<file path="src/rtl/mac_seq_ctrl_if.sv">
// Control/handshake bundle between the MAC sequencer and its stream source, datapath and consumer.
// master = sequencer side, slave = environment side.
interface mac_seq_ctrl_if #(
    parameter int LEN_W = 4
);
    logic             start;
    logic [LEN_W-1:0] len;
    logic             abort;
    logic             in_valid;
    logic             in_ready;
    logic             ld_op;
    logic             ld_acc;
    logic             clr_acc;
    logic             out_valid;
    logic             out_ready;
    logic             busy;
    logic [LEN_W-1:0] prod_cnt;

    modport master (
        input  start, len, abort, in_valid, out_ready,
        output in_ready, ld_op, ld_acc, clr_acc, out_valid, busy, prod_cnt
    );

    modport slave (
        output start, len, abort, in_valid, out_ready,
        input  in_ready, ld_op, ld_acc, clr_acc, out_valid, busy, prod_cnt
    );
endinterface

</file>
<file path="src/rtl/mac_seq_ctrl.sv">
// MAC sequencer: clears the accumulator, then loads/accumulates len operand pairs; start->out_valid in 2+2*len cycles.
// Input side stalls in FETCH until in_valid; result is held in DONE until out_ready; abort returns to IDLE.
module mac_seq_ctrl #(
    parameter int LEN_W = 4
) (
    input logic            clk,
    input logic            rst,
    mac_seq_ctrl_if.master bus
);
    typedef enum logic [2:0] {IDLE, CLEAR, FETCH, ACC, DONE} state_t;

    state_t           state_q;
    state_t           state_d;
    logic [LEN_W-1:0] rem_q;
    logic [LEN_W-1:0] prod_q;

    logic in_ready;
    logic ld_op;
    logic ld_acc;
    logic clr_acc;
    logic out_valid;
    logic abort_hit;

    assign abort_hit = bus.abort && (state_q != IDLE);

    always_ff @(posedge clk or posedge rst) begin
        if (rst) begin
            state_q <= IDLE;
            rem_q   <= '0;
            prod_q  <= '0;
        end else begin
            state_q <= state_d;
            if (state_q == IDLE && bus.start) begin
                rem_q  <= bus.len;
                prod_q <= '0;
            end else if (state_q == ACC && !bus.abort) begin
                rem_q  <= rem_q - 1'b1;
                prod_q <= prod_q + 1'b1;
            end
        end
    end

    always_comb begin
        state_d   = state_q;
        in_ready  = 1'b0;
        ld_op     = 1'b0;
        ld_acc    = 1'b0;
        clr_acc   = 1'b0;
        out_valid = 1'b0;
        case (state_q)
            IDLE: begin
                if (bus.start) state_d = CLEAR;
            end
            CLEAR: begin
                clr_acc = 1'b1;
                state_d = (rem_q == '0) ? DONE : FETCH;
            end
            FETCH: begin
                in_ready = 1'b1;
                ld_op    = bus.in_valid;
                if (bus.in_valid) state_d = ACC;
            end
            ACC: begin
                ld_acc  = 1'b1;
                state_d = (rem_q == LEN_W'(1)) ? DONE : FETCH;
            end
            DONE: begin
                out_valid = 1'b1;
                if (bus.out_ready) state_d = IDLE;
            end
            default: state_d = IDLE;
        endcase
        // Abort wins over everything: drop the job and leave the accumulator cleared.
        if (abort_hit) begin
            state_d   = IDLE;
            clr_acc   = 1'b1;
            in_ready  = 1'b0;
            ld_op     = 1'b0;
            ld_acc    = 1'b0;
            out_valid = 1'b0;
        end
    end

    assign bus.in_ready  = in_ready;
    assign bus.ld_op     = ld_op;
    assign bus.ld_acc    = ld_acc;
    assign bus.clr_acc   = clr_acc;
    assign bus.out_valid = out_valid;
    assign bus.busy      = (state_q != IDLE);
    assign bus.prod_cnt  = prod_q;
endmodule

</file>
<file path="src/flat_wrapper.sv">
// flat-port wrapper written by rule: the top's interface ports become plain ports
module mac_seq_ctrl_flat 
#(
    parameter int LEN_W = 4
)
  (clk, rst, bus_start, bus_len, bus_abort, bus_in_valid, bus_out_ready, bus_in_ready, bus_ld_op, bus_ld_acc, bus_clr_acc, bus_out_valid, bus_busy, bus_prod_cnt);
  mac_seq_ctrl_if #(.LEN_W(LEN_W)) bus_i ();
  input logic clk;
  input logic rst;
  input wire logic [$bits(bus_i.start)-1:0] bus_start;
  input wire logic [$bits(bus_i.len)-1:0] bus_len;
  input wire logic [$bits(bus_i.abort)-1:0] bus_abort;
  input wire logic [$bits(bus_i.in_valid)-1:0] bus_in_valid;
  input wire logic [$bits(bus_i.out_ready)-1:0] bus_out_ready;
  output wire logic [$bits(bus_i.in_ready)-1:0] bus_in_ready;
  output wire logic [$bits(bus_i.ld_op)-1:0] bus_ld_op;
  output wire logic [$bits(bus_i.ld_acc)-1:0] bus_ld_acc;
  output wire logic [$bits(bus_i.clr_acc)-1:0] bus_clr_acc;
  output wire logic [$bits(bus_i.out_valid)-1:0] bus_out_valid;
  output wire logic [$bits(bus_i.busy)-1:0] bus_busy;
  output wire logic [$bits(bus_i.prod_cnt)-1:0] bus_prod_cnt;
  assign bus_i.start = bus_start;
  assign bus_i.len = bus_len;
  assign bus_i.abort = bus_abort;
  assign bus_i.in_valid = bus_in_valid;
  assign bus_i.out_ready = bus_out_ready;
  assign bus_in_ready = bus_i.in_ready;
  assign bus_ld_op = bus_i.ld_op;
  assign bus_ld_acc = bus_i.ld_acc;
  assign bus_clr_acc = bus_i.clr_acc;
  assign bus_out_valid = bus_i.out_valid;
  assign bus_busy = bus_i.busy;
  assign bus_prod_cnt = bus_i.prod_cnt;
  mac_seq_ctrl #(.LEN_W(LEN_W)) u_core (.clk(clk), .rst(rst), .bus(bus_i));
endmodule
</file>
<file path="config.mk">
export PLATFORM = sky130hd
export DESIGN_NAME = mac_seq_ctrl_flat
export DESIGN_NICKNAME = d
export VERILOG_FILES = /design/src/rtl/mac_seq_ctrl_if.sv /design/src/rtl/mac_seq_ctrl.sv /design/src/flat_wrapper.sv
export SDC_FILE = /design/constraint.sdc
export NUM_CORES = 1
export LEC_CHECK = 0
export ABC_AREA = 1
export CAP_MARGIN = 20
export CORE_ASPECT_RATIO = 1.1
export CORE_MARGIN = 3
export CORE_UTILIZATION = 43
export DETAILED_ROUTE_END_ITERATION = 8
export GPL_ROUTABILITY_DRIVEN = 0
export PLACE_DENSITY_LB_ADDON = 0.3
export SETUP_SLACK_MARGIN = 0.05
export SKIP_LAST_GASP = 1
export SLEW_MARGIN = 20
export SYNTH_ARGS = -nofsm -noshare
export SYNTH_HDL_FRONTEND = slang
export SYNTH_SLANG_ARGS = --single-unit
</file>
<file path="constraint.sdc">
create_clock -name clk -period 1 [get_ports clk]
set_input_delay 0.2 -clock clk [delete_from_list [all_inputs] [get_ports clk]]
set_output_delay 0.2 -clock clk [all_outputs]
set_load 0.02 [all_outputs]
</file>
==> results.sh <==
export IMPL_status="finished with violations"
export IMPL_violations="setup timing"
export IMPL_crit_family="flip-flops"
export IMPL_post_drt_wl_per_cell_um=15.9
export IMPL_drv_cap=0
export IMPL_drt_vias_per_instance=5.62
export IMPL_grt_pass1_vias=880
export IMPL_drive_gt1_share_pct=46.6
export IMPL_synthDistinctLibCells=21
export IMPL_p_total_w=0.00386
export IMPL_cp_max_fo=4
export IMPL_power_leakage_nw=0.769
export IMPL_initialDrtViolationCount=32
export IMPL_hold_class="primary input to asynchronous set/reset pin"
export IMPL_cts_root_buf="clkbuf_4"
export IMPL_worstSetupStartpointType="flip-flop"
export IMPL_reg2reg_from="u_core.state_q[2]$_DFFE_PP0P_"
export IMPL_cp_end_kind="output pin"
export IMPL_h_tree_depth=1
export IMPL_critPathSlowestCell="dfrtp_2"
export IMPL_clockBufferDepth=2
export IMPL_ys_seq_area_share_pct=33.4
export IMPL_netlist_area_leader_share_pct=33.4
export IMPL_drv_slew=0
export IMPL_avgSynthCellArea_um2=7.22
export IMPL_first_pass_iters=4
export IMPL_io_pins=20
export IMPL_hold_viol=0
export IMPL_setup_viol=21
export IMPL_coreArea_mm2=0.00169
export IMPL_port_buffers=19
export IMPL_dp_slack_ps=-824
export IMPL_vias=1012
export IMPL_cts_sinks=11
export IMPL_multi_input_area_um2=589
export IMPL_grt_max_degree=12
export IMPL_cts_buffers=3
export IMPL_rows=15
export IMPL_fin_crit_ps=1490
export IMPL_relSlewSlack_pct=80.6
export IMPL_cpPeakStageDelay_ps=480
export IMPL_ys_seq_elements=11
export IMPL_synth_top_area_cell="dfrtp_1"
export IMPL_syn_cell_area_um2=823
export IMPL_cp_data_required_time_ps=800
export IMPL_arrival_ps=1290
export IMPL_crit_cells=3
export IMPL_grt_remaining_overflow=0
export IMPL_tightest_slew_ps=289
export IMPL_path_class="flip-flop to output pin"
export IMPL_timing_final_crit_share_pct=149
export IMPL_reg2reg_slack_ps=-420
export IMPL_antenna_found_initial=0
export IMPL_fmax_mhz=671
export IMPL_hpwlAfterDp_mm=1.75
export IMPL_track_usage_pct=23.5
export IMPL_grt_pass1_wl_mm=4.00
export IMPL_die_h_um=51.9
export IMPL_rsz0062_at_grt="yes"
export IMPL_synth_fp_nets=128
export IMPL_area_delta_synth_final_pct=73.6
export IMPL_finalClockSkew_ps=13.0
export IMPL_fin_ws_ps=-491
export IMPL_endpoint="bus_ld_acc"
export IMPL_clkLatencyLatePin_ps=290
export IMPL_cts_tree="built"
export IMPL_initial_core_util_pct=48.7
export IMPL_crit_chain="buf_4 > nor3_4 > buf_6"
export IMPL_synthTopCellsByArea="dfrtp_1 33%, nand2_1 19%, nand3_1 7.3%, inv_1 6.8%, ha_1 6.1%"
export IMPL_startpoint="u_core.state_q[2]$_DFFE_PP0P_"
export IMPL_peakVddDrop_mv=1.89
export IMPL_nFillCells=84
export IMPL_reg2reg_depth=6
export IMPL_drc_errors=0
export IMPL_layout_nets=178
export IMPL_diodes=0
export IMPL_die_area_mm2=0.00248
export IMPL_synthCells=114
export IMPL_powerDensity_mw_per_mm2=2700
export IMPL_clkTransAtPathRegs_ps=80
export IMPL_ys_warn_count=0
export IMPL_drtAntennaViolNets=0
export IMPL_drt_total_wl_mm=2.87
export IMPL_die_width_um=47.7
export IMPL_critical_path_buf_inv_count=2
export IMPL_r2r_end="u_core.bus.prod_cnt[0]$_DFFE_PP0P_"
export IMPL_seqCellArea_um2=279
-- logic make-up after synthesis --
family	Yosys count	synth area share, %
and+or+nand+nor	77	47.9
buffers and inverters	18	9.42
DFF	11	33.4
adders and majority gates	4	6.08
AOI/OAI and AO/OA	3	2.13
xor gates and xnor gates	1	1.06
-- synth_stat cells --
| master | instances |
|---|---|
| nor3_1 | 1 |
| nand2_2 | 1 |
| ha_1 | 4 |
| nor2_1 | 8 |
| a21boi_0 | 1 |
| nand2_1 | 41 |
| nor2_4 | 1 |
| inv_4 | 1 |
| nor3_4 | 1 |
| and3_1 | 1 |
| buf_4 | 2 |
| xor2_1 | 1 |
| dfrtp_1 | 11 |
| nand4_1 | 6 |
| nand3_4 | 1 |
| inv_1 | 15 |
| o21ai_0 | 2 |
| nand3_1 | 12 |
| nor2_8 | 1 |
| nand2_4 | 2 |
| nand3b_1 | 1 |
-- state kept, by name (all words and copies together) (netlist names) --
name	count
u_core.state_q	3
u_core.bus.prod_cnt	4
u_core.rem_q	4
-- metrics by stage --
step                TNS, ps  area [um^2]  hold WS [ps]  cells  util [%]
CTS                   -5960         1350           222    178      79.9
global placement      -8130         1280           509    173      75.6
detailed placement    -8470         1280           524    173      75.6
global route          -7220         1430           212    180      84.6
floorplan             -2130          887          52.3    114         -
finish                -6440         1430           210    180      84.6
-- where the power goes --
group	internal, W	total, W	switching (W)
registers	0.000607	0.000805	0.000199
clock network	0.000155	0.000330	0.000175
logic	0.00123	0.00273	0.00150
-- area by class of cell --
cell class / instances / share of cell area (%)
multi-input combinational: 85 / 41.2
inverter: 16 / 4.55
timing repair buffer: 47 / 31.3
sequential: 11 / 19.5
clock buffer: 4 / 1.84
tap: 17 / 1.49
-- routing by layer --
metal / GRT usage [%] / vias up / part of all wire [%]
met2: 37.4 / 56 / 53
met4: 10.3 / 0 / 3.3
li1: - / 463 / -
met1: 29.5 / 482 / 38
met5: 0 / - / 0
met3: 4.84 / 11 / 6.1
-- worst min path at each step --
stage / start / endpoint / slack, ps / cells after the start
finish: rst / u_core.state_q[0]$_DFFE_PP0P_ / 210 / 3
global route: rst / u_core.state_q[0]$_DFFE_PP0P_ / 210 / 3
CTS: rst / u_core.state_q[0]$_DFFE_PP0P_ / 220 / 3
detailed placement: u_core.rem_q[2]$_DFFE_PP0P_ / u_core.rem_q[2]$_DFFE_PP0P_ / 520 / 2
global placement: u_core.rem_q[3]$_DFFE_PP0P_ / u_core.rem_q[3]$_DFFE_PP0P_ / 510 / 2
floorplan: rst / u_core.bus.prod_cnt[0]$_DFFE_PP0P_ / 50 / 1
-- placed cells by master (no fill, tap or decap), types with 2 or more instances in the layout --
cell	count
nand2_1	30
buf_4	21
buf_6	16
inv_1	14
nand3_1	9
clkdlybuf4s50_1	9
dfrtp_1	8
nand2_4	7
nand2_2	7
nand4_1	6
nor2_1	4
ha_1	4
nor2_4	3
nand3_2	3
clkbuf_4	3
dfrtp_2	3
nor2_2	2
nor3_4	2
-- worst min-delay path, delay by kind of cell --
family	cells	cell delay, ps
buffers and inverters	3	630
-- repair_timing --
| item | CTS | global route |
|---|---|---|
| pin swaps | 10 | 12 |
| hold buffers | 0 | 0 |
| resized for setup | 69 | 20 |
| setup endpoints to repair | 21 | 21 |
| buffers inserted | 4 | 3 |
Power figures use the tool's default switching activity.
